### src/rtl/vending_pkg.sv
// rtl/vending_pkg.sv - shared coin types, arbiter states and cent values for the coin front end
package vending_pkg;

    typedef enum logic [1:0] {
        COIN_NONE,
        COIN_NICKLE,
        COIN_DIME,
        COIN_QUARTER
    } coin_e;

    typedef enum logic [1:0] {
        IDLE,
        EMIT,
        GAP
    } cond_state_e;

    localparam logic [7:0] NICKLE_CENTS  = 8'd5;
    localparam logic [7:0] DIME_CENTS    = 8'd10;
    localparam logic [7:0] QUARTER_CENTS = 8'd25;

    function automatic logic [7:0] coin_cents(input coin_e coin);
        case (coin)
            COIN_NICKLE:  return NICKLE_CENTS;
            COIN_DIME:    return DIME_CENTS;
            COIN_QUARTER: return QUARTER_CENTS;
            default:      return 8'd0;
        endcase
    endfunction

    function automatic logic [7:0] sat_add8(input logic [7:0] a, input logic [7:0] b);
        logic [8:0] sum;
        sum = {1'b0, a} + {1'b0, b};
        return sum[8] ? 8'hFF : sum[7:0];
    endfunction

endpackage

### src/rtl/coin_debounce.sv
// rtl/coin_debounce.sv - per-line synchroniser, debouncer, rising-edge detect and jam detect
module coin_debounce #(
    parameter int DEBOUNCE_CYCLES = 4,
    parameter int JAM_CYCLES      = 64
) (
    input  logic clk_i,
    input  logic rst_ni,
    input  logic raw_i,
    output logic rise_o,
    output logic jam_o
);

    localparam logic [7:0]  DB_LAST  = 8'(DEBOUNCE_CYCLES - 1);
    localparam logic [15:0] JAM_LAST = 16'(JAM_CYCLES - 1);

    logic        sync_q1;
    logic        sync_q2;
    logic [7:0]  db_cnt_q;
    logic        level_q;
    logic        level_d1_q;
    logic        rise_q;
    logic [15:0] high_cnt_q;
    logic        jam_q;

    always_ff @(posedge clk_i or negedge rst_ni) begin
        if (!rst_ni) begin
            sync_q1    <= 1'b0;
            sync_q2    <= 1'b0;
            db_cnt_q   <= '0;
            level_q    <= 1'b0;
            level_d1_q <= 1'b0;
            rise_q     <= 1'b0;
            high_cnt_q <= '0;
            jam_q      <= 1'b0;
        end else begin
            sync_q1 <= raw_i;
            sync_q2 <= sync_q1;

            if (sync_q2 == level_q) begin
                db_cnt_q <= '0;
            end else if (db_cnt_q == DB_LAST) begin
                level_q  <= sync_q2;
                db_cnt_q <= '0;
            end else begin
                db_cnt_q <= db_cnt_q + 8'd1;
            end

            // Edge is registered one cycle after the level flips; a jammed line stays silent.
            level_d1_q <= level_q;
            rise_q     <= level_q & ~level_d1_q & ~jam_q;

            if (!level_q) begin
                high_cnt_q <= '0;
            end else if (high_cnt_q != JAM_LAST) begin
                high_cnt_q <= high_cnt_q + 16'd1;
            end

            if (level_q && (high_cnt_q == JAM_LAST)) begin
                jam_q <= 1'b1;
            end
        end
    end

    assign rise_o = rise_q;
    assign jam_o  = jam_q;

endmodule

### src/rtl/coin_conditioner.sv
// rtl/coin_conditioner.sv - coin front end: three debounced channels, 1-deep pending flags, serialising arbiter; COIN_TOTAL_EN adds a cent total
module coin_conditioner
    import vending_pkg::*;
#(
    parameter int DEBOUNCE_CYCLES = 4,
    parameter int GAP_CYCLES      = 1,
    parameter int JAM_CYCLES      = 64
) (
    input  logic       clk_i,
    input  logic       rst_ni,
    input  logic       nickle_raw_i,
    input  logic       dime_raw_i,
    input  logic       quarter_raw_i,
`ifdef COIN_TOTAL_EN
    input  logic       clear_total_i,
    output logic [7:0] total_cents_o,
`endif
    output logic       nickle_o,
    output logic       dime_o,
    output logic       quarter_o,
    output logic       busy_o,
    output logic [2:0] jam_o
);

    localparam logic [3:0] GAP_LOAD = 4'(GAP_CYCLES);

    logic [2:0]  raw;
    logic [2:0]  rise;
    logic [2:0]  pend_q;
    logic [2:0]  pend_d;
    logic [2:0]  grant;
    logic [3:0]  gap_q;
    logic [3:0]  gap_d;
    cond_state_e state_q;
    cond_state_e state_d;
    coin_e       sel;

    assign raw = {quarter_raw_i, dime_raw_i, nickle_raw_i};

    for (genvar i = 0; i < 3; i++) begin : g_ch
        coin_debounce #(
            .DEBOUNCE_CYCLES(DEBOUNCE_CYCLES),
            .JAM_CYCLES     (JAM_CYCLES)
        ) u_debounce (
            .clk_i  (clk_i),
            .rst_ni (rst_ni),
            .raw_i  (raw[i]),
            .rise_o (rise[i]),
            .jam_o  (jam_o[i])
        );
    end

    always_ff @(posedge clk_i or negedge rst_ni) begin
        if (!rst_ni) begin
            state_q <= IDLE;
            gap_q   <= '0;
            pend_q  <= '0;
        end else begin
            state_q <= state_d;
            gap_q   <= gap_d;
            pend_q  <= pend_d;
        end
    end

    always_comb begin
        state_d = state_q;
        gap_d   = gap_q;
        grant   = 3'b000;
        sel     = COIN_NONE;

        if (pend_q[2]) begin
            sel = COIN_QUARTER;
        end else if (pend_q[1]) begin
            sel = COIN_DIME;
        end else if (pend_q[0]) begin
            sel = COIN_NICKLE;
        end

        case (state_q)
            IDLE: begin
                if (|pend_q) begin
                    state_d = EMIT;
                end
            end
            EMIT: begin
                grant   = {sel == COIN_QUARTER, sel == COIN_DIME, sel == COIN_NICKLE};
                gap_d   = GAP_LOAD;
                state_d = GAP;
            end
            GAP: begin
                gap_d = gap_q - 4'd1;
                // Chain straight into the next coin so the low gap is exactly GAP_CYCLES long.
                if (gap_q <= 4'd1) begin
                    state_d = (|pend_q) ? EMIT : IDLE;
                end
            end
            default: state_d = IDLE;
        endcase

        // A set flag only clears on its own grant; an edge arriving while set is dropped.
        for (int i = 0; i < 3; i++) begin
            pend_d[i] = pend_q[i] ? ~grant[i] : rise[i];
        end
    end

    assign nickle_o  = grant[0];
    assign dime_o    = grant[1];
    assign quarter_o = grant[2];
    assign busy_o    = (state_q != IDLE) || (|pend_q);

`ifdef COIN_TOTAL_EN
    logic [7:0] total_q;

    always_ff @(posedge clk_i or negedge rst_ni) begin
        if (!rst_ni) begin
            total_q <= '0;
        end else if (clear_total_i) begin
            total_q <= '0;
        end else if (state_q == EMIT) begin
            total_q <= sat_add8(total_q, coin_cents(sel));
        end
    end

    assign total_cents_o = total_q;
`endif

endmodule
### config.mk
export PLATFORM = sky130hd
export DESIGN_NAME = coin_conditioner
export DESIGN_NICKNAME = d
export VERILOG_FILES = /design/src/rtl/vending_pkg.sv /design/src/rtl/coin_debounce.sv /design/src/rtl/coin_conditioner.sv
export SDC_FILE = /design/constraint.sdc
export NUM_CORES = 1
export LEC_CHECK = 0
export ABC_AREA = 1
export ABC_CLOCK_PERIOD_IN_PS = 1300
export CAP_MARGIN = 10
export CORE_ASPECT_RATIO = 1.5
export CORE_MARGIN = 8
export CORE_UTILIZATION = 50
export DETAILED_ROUTE_END_ITERATION = 16
export DONT_BUFFER_PORTS = 1
export PLACE_DENSITY = 0.7
export REMOVE_ABC_BUFFERS = 1
export SYNTH_ARGS = -nofsm -noshare
export SYNTH_HDL_FRONTEND = slang
export SYNTH_SLANG_ARGS = --single-unit
### constraint.sdc
create_clock -name clk_i -period 1.3 [get_ports clk_i]
set_input_delay 0.26 -clock clk_i [delete_from_list [all_inputs] [get_ports clk_i]]
set_output_delay 0.26 -clock clk_i [all_outputs]
set_load 0.03 [all_outputs]
==> results of run 1 <==
[how the worst min path moves through the flow]
stage            from                                 to  slack (ps)  depth (start not counted)
2_1_floorplan  rst_ni     g_ch[0].u_debounce.db_cnt_q[0]         -40                          0
3_3_place_gp   rst_ni     g_ch[1].u_debounce.db_cnt_q[3]         -30                          0
3_5_place_dp   rst_ni     g_ch[1].u_debounce.db_cnt_q[5]         -30                          0
4_1_cts        rst_ni                           gap_q[2]        -400                          0
5_1_grt        rst_ni  g_ch[1].u_debounce.high_cnt_q[11]        -400                          0
6_report       rst_ni     g_ch[1].u_debounce.db_cnt_q[3]        -390                          0
[power breakdown]
part / internal (mW) / switching (mW)
combinational: 1.17 / 1.56
sequential: 3.56 / 0.478
clock: 1.55 / 1.10
total: 6.28 / 3.14
[registers in the layout, summed over array words and instances (netlist names)]
signal                      count
g_ch.u_debounce.db_cnt_q       24
g_ch.u_debounce.high_cnt_q     48
g_ch.u_debounce.jam_o           3
g_ch.u_debounce.level_d1_q      3
g_ch.u_debounce.level_q         3
g_ch.u_debounce.rise_o          3
g_ch.u_debounce.sync_q1         3
g_ch.u_debounce.sync_q2         3
gap_q                           4
pend_q                          3
state_q                         2
[per-layer routing]
metal	routed length [um]	vias to the layer above
li1	-	2162
met1	4360	2048
met2	5800	84
met3	339	16
met4	254	0
met5	0	-
[Yosys cell counts, types with 6 or more instances]
cell,instances
or2_2,10
o21ai_0,16
nand3_2,6
nand3_1,55
ha_1,15
a21oi_1,12
nor3_1,8
inv_1,71
xor2_1,12
nand4_1,22
dfrtp_1,99
nor2_1,122
nor3b_1,6
nand2_1,152
[worst reg2reg max path: stages, from the launching register on]
cell,delay [ps]
dfrtp_1,390
buf_4,130
buf_4,120
buf_4,130
ha_2,210
nand2_2,80
nand2_2,80
nand2_1,70
o21ai_1,80
[timing repair]
action | CTS | global route
buffers inserted | 5 | 4
gates resized for setup | 25 | 83
pin swaps | 3 | 16
endpoints found under the hold margin | 102 | 99
endpoints found under the setup margin | 13 | 56
[cell families (layout without fill, tap and decap cells)]
| family | Yosys count | count (layout) | share of synthesized area (%) |
|---|---|---|---|
| flip-flops | 99 | 99 | 48.9 |
| AO/OA/AOI/OAI | 36 | 36 | 3.80 |
| XOR/XNOR | 17 | 17 | 2.94 |
| buffers and inverters | 80 | 145 | 6.27 |
| adder cells (fa/ha/maj) | 15 | 15 | 3.70 |
| AND/OR/NAND/NOR | 391 | 391 | 34.4 |
[stage by stage]
stage	total power [mW]	hold WS, ps	utilization, %	setup TNS [ps]
floorplan	5.32	-35.6	-	-926
global placement	6.04	-31.5	54.9	0
detailed placement	6.19	-32.3	54.9	-87.9
CTS	9.13	-400	59.4	-918
global route	9.98	-400	62.4	-2610
finish	9.42	-385	62.4	-1240
[cell type report]
type / instances / area [um2] / area share, %
multi-input combinational: 459 / 2600 / 41.5
sequential: 99 / 2490 / 39.7
timing repair buffer: 57 / 458 / 7.32
inverter: 72 / 273 / 4.36
clock buffer: 13 / 250 / 4.00
tap: 117 / 146 / 2.34
clock inverter: 3 / 46.3 / 0.740
==> results.md, run 1 <==
- Num CTS Buffers: 9
- Number of global-route vias before repair: 4,170
- Synth Flop Type: dfrtp_1
- DR iter-0 viols: between 100 and 150
- Clock slew at reported path FFs: 60 ps
- RSZ-0062 raised after global routing: yes
- Max Slew Vio Count: 0
- Clk root buf: clkbuf_16
- Final hold violation count: just under 100
- Levels on crit path: 5
- Worst Hold Margin: -385 ps
- Hold Crit Class: in2async
- Cts hold-fix bufs: 3
- Largest net degree at the start of global routing: 100
- Ys Warns: 0
- Total GRT Usage: between 10% and 20%
- Antenna violations before repair: 0
- Critical Path Fanout Max: 3
- FF+latch count, synth: 99
- CP Launch Point: state_q[1]
- Max Clock Freq: 0.637 GHz
- CTS tree: built
- RD Place Congestion: 0.889
- H-tree depth: 3
- Die H: 139 um
- Worst reg2reg startpoint: state_q[1]
- Period utilization: 121%
- Clk buf depth: 2
- Detail Placement HPWL: ~7.3 mm
- First-pass GRT wire length: 17.7 mm
- Max_cap viols: 0
- Violated checks: hold timing, setup timing
- Clock sinks: 99
- Slowest-stage cell, CP: dfrtp_1
- Clock latency on the worst-skew pair: 340 ps
- Seq/Total Area, Yosys: 48.9%
- Synth top area share: about half
- Dpl cell area: 5510 um2
- Die Area: approximately 14,000 um2
- Critical Path AT: 1310 ps
- RR Endpoint: state_q[1]
- Met1 GRT Util: 16.7%
- DRT antenna net count: 0
- Fillers: between 800 and 900
- Crit path to: dime_o
- Die width: 98.2 um
- Clock Skew: 4.97 ps
- Max stage delay on crit path: 390 ps
- Global route hottest layer: met2
- Initial core utilization: between 50% and 60%
- Met2 Use GR: 28.6%
- Ranking of synthesized cells by area: dfrtp_1 (49%), nand2_1 (11%), nor2_1 (9.0%), nand3_1 (5.4%), inv_1 (5.3%)
- Synth cell types: 27
- Via Count: 4,310
- Data required time of the critical path: 1040 ps
- Delay-heaviest family, CP: flip-flops
- Synth Cell Area: 5070 um2
- Post-place setup slack: -26.9 ps
- Post-synth EDFFs: 0
- VDD IR-drop max: a little over 1 mV
- Non-filler cells, final: 820
- Ports: 12
- Leakage: between 2 and 3 nW
- Drt wl/cell: 13.1 um
- Antenna diode count: 0
- Core ar.: 10,000 um2
- Cell mode on critical path: inv_2
- Port Buffer Count: 0
- Most common library cell in the layout ignoring fill and taps: nand2_1
- First drt pass iteration count: 5
- Finished Cell Area: approximately 6300 um2
- Grt ovf: 0
- Routed WL: 10.8 mm
- Share of post-route cells with drive strength above 1: 22.8%
- Setup violations, final: 8
- DP Cell Count: 792
- Avg Synthesized Cell Area: 7.95 um2
- Final nets: 718
- Most frequent cells in the layout: nand2_1 (140), nor2_1 (96), dfrtp_1 (92)
- Critical path buffers and inverters: 3
- P per Cell Area: around 1500 nW/um2
- Layout area overhead: 23.4%
- Outcome: finished, violations left
- Worst Setup End Kind: output pin
- Drc violations: 0
- Relative slew margins: between 70 and 80%
- DR vias/cell: 5.26
- Gate count after technology mapping: 638
- Reg2Reg Depth: 8
- Cell taking the most area after synthesis: dfrtp_1
- GR Layer Usage met3: 2.95%
- Worst path cell trace: inv_2, ha_4, inv_2, nor3_2, buf_4
- Min Clock Period, post-route: 1570 ps
- CP Class: reg2out
- Startpoint Class: flop
- FP Rows: 45
- Post-route setup slack: -269 ps
- Worst Tran Pin Value: 368 ps
- Async S/R FF share, synth: between 90% and 100%
- Reg2reg setup slack: -120 ps
Note: power is estimated with default switching activity, not from simulation.
==> run 2, diff against run 1 <==
--- a/config.mk
+++ b/config.mk
@@ -6,7 +6,7 @@
 export NUM_CORES = 1
 export LEC_CHECK = 0
 export ABC_AREA = 1
-export ABC_CLOCK_PERIOD_IN_PS = 1300
+export ABC_CLOCK_PERIOD_IN_PS = 1400
 export CAP_MARGIN = 10
 export CORE_ASPECT_RATIO = 1.5
 export CORE_MARGIN = 8
==> constraint.sdc (replaced) <==
create_clock -name clk_i -period 1.4 [get_ports clk_i]
set_input_delay 0.28 -clock clk_i [delete_from_list [all_inputs] [get_ports clk_i]]
set_output_delay 0.28 -clock clk_i [all_outputs]
set_load 0.03 [all_outputs]
==> results.md, run 2 (synthesis results as in run 1) <==
- Layout area overhead: 16.8% (was 23.4%)
- Initial core utilization: 50.6% (unchanged)
- Largest net degree at the start of global routing: 100 (unchanged)
- Max stage delay on crit path: 400 ps (was 390 ps)
- Max_cap viols: 0 (unchanged)
- Min Clock Period, post-route: 1600 ps
- Largest register FFs: 48 (unchanged)
- Clock Skew: 7.06 ps (was 4.97 ps)
- CTS tree: built (unchanged)
- Clock slew at reported path FFs: 60 ps (about the same)
- Leakage: 2.78 nW (was 2.91 nW)
- Die H: 139 um (unchanged)
- Clk buf depth: 2 (unchanged)
- H-tree depth: 3 (unchanged)
- CP Class: reg2out (unchanged)
- Final hold violation count: 99 (unchanged)
- Slowest-stage cell, CP: dfrtp_1 (unchanged)
- Detail Placement HPWL: 6.96 mm (was 7.34 mm)
- Critical path buffers and inverters: 3 (unchanged)
- FP Rows: 45 (unchanged)
- DR vias/cell: 5.24 (was 5.26)
- P per Cell Area: 1460 nW/um2 (was 1500 nW/um2)
- Period utilization: 115%
- DRT antenna net count: 0 (unchanged)
- Most common library cell in the layout ignoring fill and taps: nand2_1 (unchanged)
- Worst Setup End Kind: output pin (unchanged)
- Power Total: 8.66 mW (was 9.42 mW)
- Routed WL: 10.3 mm (was 10.8 mm)
- Dpl cell area: 5290 um2 (was 5510 um2)
- Clock latency on the worst-skew pair: 340 ps (about the same)
- Ports: 12 (unchanged)
- Share of post-route cells with drive strength above 1: 15.6% (was 22.8%)
- DR iter-0 viols: 163 (was 135)
- Antenna violations before repair: 0 (unchanged)
- Setup Total Neg Slack: -1100 ps (was -1240 ps)
- First drt pass iteration count: 4 (was 5)
- Die width: 98.2 um (unchanged)
- Num CTS Buffers: 9 (unchanged)
- Number of global-route vias before repair: 4,122 (was 4,170)
- Worst Tran Pin Value: 379 ps (was 368 ps)
- Relative slew margins: 74.7% (was 75.5%)
- Cts hold-fix bufs: 3 (unchanged)
- Cell mode on critical path: inv_2 (unchanged)
- Top reg by flops: g_ch.u_debounce.high_cnt_q (unchanged)
- Die Area: 13,700 um2 (unchanged)
- First-pass GRT wire length: 17.5 mm (was 17.7 mm)
- Total GRT Usage: 15.5% (was 15.6%)
- Grt ovf: 0 (unchanged)
- Drt wl/cell: 12.9 um (was 13.1 um)
- DP Cell Count: 763 (was 792)
- Worst Hold Margin: -366 ps (was -385 ps)
- Util after Layout: 59.1% (was 62.4%)
- Max Clock Freq: 0.623 GHz
- Clock sinks: 99 (unchanged)
- Worst path cell trace: inv_2, ha_4, inv_2, nor3_4, buf_6 (was inv_2, ha_4, inv_2, nor3_2, buf_4)
- Final nets: 695 (was 718)
- Antenna diode count: 0 (unchanged)
- Drc violations: 0 (unchanged)
- Setup violations, final: 9 (was 8)
- Outcome: finished, violations left (unchanged)
- Finished Cell Area: 5920 um2 (was 6260 um2)
- Startpoint Class: flop (unchanged)
- Port Buffer Count: 0 (unchanged)
- VDD IR-drop max: 0.714 mV (was 1.03 mV)
- Clk root buf: clkbuf_16 (unchanged)
- Post-route setup slack: -205 ps (was -269 ps)
- Post-place setup slack: 10.7 ps (was -26.9 ps)
- RSZ-0062 raised after global routing: yes (unchanged)
- RD Place Congestion: 0.916 (was 0.889)
- Largest regs: g_ch.u_debounce.high_cnt_q: 48 flops, g_ch.u_debounce.db_cnt_q: 24 flops, gap_q: 4 flops (unchanged)
- Most frequent cells in the layout: nand2_1 (147), nor2_1 (112), dfrtp_1 (94) (was nand2_1 (140), nor2_1 (96), dfrtp_1 (92))
- Non-filler cells, final: 796 (was 820)
- Delay-heaviest family, CP: flip-flops (unchanged)
- Hold Crit Class: in2async (unchanged)
- Data required time of the critical path: 1120 ps (was 1040 ps)
- Critical Path Fanout Max: 3 (unchanged)
- Core ar.: 10,000 um2 (unchanged)
- Max Slew Vio Count: 0 (unchanged)
- Violated checks: hold timing, setup timing (unchanged)
- Via Count: 4,171 (was 4,310)
- Critical Path AT: 1320 ps (was 1310 ps)
## run 2: area by class of cell
cell class | instances | area [um2]
multi-input cells | 459 | 2440
clock inverters | 2 | 35.0
repair buffers | 34 | 289
fillers | 855 | 4100
clock buffers | 13 | 260
flip-flops and latches | 99 | 2480
well taps | 117 | 146
inverters | 72 | 273
## run 2: report_power, final
part	switching [mW]	internal, mW	leakage [nW]
Clock	1.01	1.47	0.146
Combinational	1.38	1.07	1.31
Sequential	0.426	3.31	1.32
## run 2: repair_timing
action | 4_1_cts | 5_1_grt
buffers inserted | 9 | 6
endpoints found under the setup margin | 4 | 39
pin swaps | 4 | 8
hold endpoints to repair | 102 | 99
gates resized for setup | 17 | 38
## run 2: layer usage
| layer | vias to the layer above | wire length, um | track usage [%] |
|---|---|---|---|
| li1 | 2105 | - | - |
| met1 | 2007 | 4310 | 16.7 |
| met2 | 43 | 5470 | 27.6 |
| met3 | 16 | 266 | 3.79 |
| met4 | 0 | 212 | 7.64 |
| met5 | - | 0 | 0 |
## run 2: path summary, 6_finish.rpt
check	cells after the start	slack, ps	to	startpoint
min reg2reg	0	350	g_ch[0].u_debounce.sync_q2	g_ch[0].u_debounce.sync_q1
max in group asynchronous	0	1620	pend_q[2]	rst_ni
max	5	-200	dime_o	state_q[1]
max reg2reg	10	-150	pend_q[1]	state_q[0]
min in group clk_i	0	350	g_ch[0].u_debounce.sync_q2	g_ch[0].u_debounce.sync_q1
min	0	-370	g_ch[1].u_debounce.db_cnt_q[4]	rst_ni
==> run 3, diff against run 2 <==
--- a/config.mk
+++ b/config.mk
@@ -5,7 +5,6 @@
 export SDC_FILE = /design/constraint.sdc
 export NUM_CORES = 1
 export LEC_CHECK = 0
-export ABC_AREA = 1
 export ABC_CLOCK_PERIOD_IN_PS = 1400
 export CAP_MARGIN = 10
 export CORE_ASPECT_RATIO = 1.5
@@ -15,6 +14,7 @@
 export DONT_BUFFER_PORTS = 1
 export PLACE_DENSITY = 0.7
 export REMOVE_ABC_BUFFERS = 1
+export SETUP_SLACK_MARGIN = 0.05
 export SYNTH_ARGS = -nofsm -noshare
 export SYNTH_HDL_FRONTEND = slang
 export SYNTH_SLANG_ARGS = --single-unit
==> results.md, run 3 <==
- Outcome: finished, violations left (unchanged)
- Violated checks: hold timing, setup timing (unchanged)
- Core ar.: 9200 um2 (was 10,000 um2)
- First drt pass iteration count: 6 (was 4)
- Number of global-route vias before repair: 3,908 (was 4,122)
- Gate count after technology mapping: 453 (was 638)
- Post-synth EDFFs: 0 (unchanged)
- Die H: 135 um (was 139 um)
- Cell taking the most area after synthesis: dfrtp_1 (unchanged)
- Flop pwr share: 41.4% (was 43.1%)
- Routed WL: 11.4 mm (was 10.3 mm)
- Synth Area in Compound Gates: 5.29% (was 3.80%)
- Ranking of synthesized cells by area: dfrtp_1 (53%), xor2_1 (5.0%), nor2_1 (4.9%), ha_1 (4.0%), xnor2_1 (3.6%) (was dfrtp_1 (49%), nand2_1 (11%), nor2_1 (9.0%), nand3_1 (5.4%), inv_1 (5.3%))
- Min Clock Period, post-route: 1680 ps (was 1600 ps)
- Max stage delay on crit path: 450 ps (was 400 ps)
- Clock slew at reported path FFs: 70 ps (was 60 ps)
- Synth Flop Type: dfrtp_1 (unchanged)
- DRT antenna net count: 0 (unchanged)
- Switching pwr: 2.98 mW (was 2.82 mW)
- Total GRT Usage: 16.8% (was 15.5%)
- Area occupied by multi-input gates: 2660 um2 (was 2440 um2)
- First-pass GRT wire length: 17.4 mm (was 17.5 mm)
- Clk root buf: clkbuf_16 (unchanged)
- Worst Setup End Kind: flop (was output pin)
- Largest register FFs: 48 (unchanged)
- Top reg by flops: g_ch.u_debounce.high_cnt_q (unchanged)
- Antenna violations before repair: 0 (unchanged)
- Most frequent cells in the layout: buf_4 (104), dfrtp_1 (94), nor2_1 (59) (was nand2_1 (147), nor2_1 (112), dfrtp_1 (94))
- Final nets: 603 (was 695)
- Met1 GRT Util: 19.0% (was 16.7%)
- Post-route setup slack: -283 ps (was -205 ps)
- Commonest cells in the netlist: dfrtp_1 (99), nor2_1 (61), nand3_1 (29), nand2_1 (27), xor2_1 (27) (was nand2_1 (152), nor2_1 (122), dfrtp_1 (99), inv_1 (71), nand3_1 (55))
- Worst Tran Pin Value: 537 ps (was 379 ps)
- H-tree depth: 3 (unchanged)
- Levels on crit path: 5 (unchanged)
- Leakage: 3.17 nW (was 2.78 nW)
- Global route hottest layer: met2 (unchanged)
- Critical Path Fanout Max: 5 (was 3)
- Via Count: 3,932 (was 4,171)
- VDD IR-drop max: 1.17 mV (was 0.714 mV)
- Post-Synth Adder-Cell Area: 4.01% (was 3.70%)
- Startpoint Class: flop (unchanged)
- Fillers: 572 (was 855)
- Most common library cell in the layout ignoring fill and taps: buf_4 (was nand2_1)
- Mux contribution to synthesized area: 3.31% (was 0%)
- Die width: 95.0 um (was 98.2 um)
- RD Place Congestion: 0.843 (was 0.916)
- Setup violations, final: 34 (was 9)
- Relative slew margins: 64.2% (was 74.7%)
- Period utilization: 120% (was 115%)
- Clk buf depth: 2 (unchanged)
- Port Buffer Count: 0 (unchanged)
- DP Cell Count: 644 (was 763)
- Synth Area in Simple Gates: 23.3% (was 34.4%)
- Ports: 12 (unchanged)
- Largest regs: g_ch.u_debounce.high_cnt_q: 48 flops, g_ch.u_debounce.db_cnt_q: 24 flops, gap_q: 4 flops (unchanged)
- Drt wl/cell: 16.3 um (was 12.9 um)
- Drc violations: 0 (unchanged)
- Worst path cell trace: nor4bb_2, nand4_1, buf_6, mux2i_1, nor2_1 (was inv_2, ha_4, inv_2, nor3_4, buf_6)
- CTS tree: built (unchanged)
- Hold Crit Class: in2async (unchanged)
- Largest net degree at the start of global routing: 100 (unchanged)
- Delay-heaviest family, CP: simple AND/OR/NAND/NOR gates (was flip-flops)
- Max_cap viols: 0 (unchanged)
- Max Clock Freq: 0.594 GHz (was 0.623 GHz)
- DR vias/cell: 5.62 (was 5.24)
- Synth cell types: 46 (was 27)
- Combinational family with the most area after synthesis: simple AND/OR/NAND/NOR gates (unchanged)
- Non-filler cells, final: 700 (was 796)
- FF+latch area: 2480 um2 (unchanged)
- CP Class: reg2reg (was reg2out)
- Async S/R FF share, synth: 100% (unchanged)
- Share of post-route cells with drive strength above 1: 41.0% (was 15.6%)
- Num CTS Buffers: 9 (unchanged)
- FF+latch count, synth: 99 (unchanged)
- Logic pwr share: 31.9% (was 28.3%)
- Util after Layout: 73.2% (was 59.1%)
- Cell internal pwr: 5.88 mW (was 5.85 mW)
- GR Layer Usage met3: 3.28% (was 3.79%)
- P per Cell Area: 1320 nW/um2 (was 1460 nW/um2)
- DR iter-0 viols: 187 (was 163)
- Clock Skew: 4.93 ps (was 7.06 ps)
- Critical path buffers and inverters: 1 (was 3)
- Synth top area share: 52.9% (was 48.9%)
- Met2 Use GR: 29.2% (was 27.6%)
- Detail Placement HPWL: 6.40 mm (was 6.96 mm)
- Clock power frac: 26.7% (was 28.6%)
- RSZ-0062 raised after global routing: yes (unchanged)
- Count leader, synth: dfrtp_1 (was nand2_1)
- Layout area overhead: 43.8% (was 16.8%)
- Post-Synth XOR/XNOR Area: 8.60% (was 2.94%)
- Grt ovf: 0 (unchanged)
- Data required time of the critical path: 1610 ps (was 1120 ps)
- Clock latency on the worst-skew pair: 340 ps (about the same)
- Antenna diode count: 0 (unchanged)
- Slowest-stage cell, CP: dfrtp_1 (unchanged)
- Worst Hold Margin: -377 ps (was -366 ps)
- Clock sinks: 99 (unchanged)
- Final hold violation count: 99 (unchanged)
- Initial core utilization: 50.9% (was 50.6%)
- FP Rows: 43 (was 45)
- Critical Path AT: 1890 ps (was 1320 ps)
- Seq/Total Area, Yosys: 52.9% (was 48.9%)
- Synth Cell Area: 4680 um2 (was 5070 um2)
- Die Area: 12,800 um2 (was 13,700 um2)
- Reg2Reg Depth: 5 (was 10)
- Ys Warns: 0 (unchanged)
- Switching Share: 33.6% (was 32.5%)
- Avg Synthesized Cell Area: 10.3 um2 (was 7.95 um2)
- Max Slew Vio Count: 0 (unchanged)
- Cts hold-fix bufs: 3 (unchanged)
-- run 3: logic make-up after synthesis --
logic type	after synthesis
simple gates	208
flops	99
xor+xnor	46
compound gates	41
buf+inv	29
mux	15
fa+ha+maj	15
-- run 3: final cells by class --
cell class | instances | share of cell area, %
multi-input cells | 325 | 39.5
inverters | 15 | 0.836
flip-flops and latches | 99 | 36.9
well taps | 112 | 2.08
repair buffers | 133 | 16.5
clock inverters | 7 | 0.892
clock buffers | 9 | 3.34
-- run 3: final timing paths --
check                                                         to                              start  slack (ps)
worst max register to register  g_ch[1].u_debounce.high_cnt_q[1]  g_ch[1].u_debounce.high_cnt_q[14]        -280
worst max-delay path            g_ch[1].u_debounce.high_cnt_q[1]  g_ch[1].u_debounce.high_cnt_q[14]        -280
max in group asynchronous                              pend_q[2]                             rst_ni        1610
worst min-delay path              g_ch[1].u_debounce.db_cnt_q[7]                             rst_ni        -380
worst min register to register        g_ch[1].u_debounce.sync_q2         g_ch[1].u_debounce.sync_q1         350
min in group clk_i                    g_ch[1].u_debounce.sync_q2         g_ch[1].u_debounce.sync_q1         350
-- run 3: power groups by stage --
stage                     clock network, mW  registers (mW)  logic [mW]
after floorplan                           0            3.68        1.17
after global placement                    0            3.62        2.08
after detailed placement                  0            3.64        2.18
after CTS                              2.40            3.61        2.51
after global routing                   2.51            3.73        3.09
final                                  2.37            3.67        2.82
-- run 3: worst register-to-register path, stage by stage, from the launching register on --
cell and delay [ps]:
dfrtp_1 450, nor4bb_2 400, nand4_1 280, buf_6 220, mux2i_1 140, nor2_1 60
-- run 3: metrics by stage --
| stage | power (mW) | setup WS (ps) | TNS (ps) | cell area [um2] |
|---|---|---|---|---|
| floorplan | 4.85 | -602 | -3100 | 4620 |
| global placement | 5.70 | -297 | -2660 | 5460 |
| detailed placement | 5.82 | -337 | -4020 | 5460 |
| CTS | 8.52 | -250 | -3240 | 6300 |
| global route | 9.33 | -357 | -7570 | 6740 |
| finish | 8.86 | -283 | -4920 | 6740 |
-- run 3: what timing repair did --
action / in CTS / in global routing
hold endpoints to repair: 102 / 99
gates resized for setup: 85 / 68
setup buffers: 23 / 18
pin swaps: 49 / 32
setup endpoints to repair: 60 / 72
-- run 3: per-layer routing --
| layer | routed length, um | vias to the layer above |
|---|---|---|
| li1 | - | 1863 |
| met1 | 4520 | 1962 |
| met2 | 6210 | 78 |
| met3 | 375 | 29 |
| met4 | 316 | 0 |
| met5 | 0 | - |
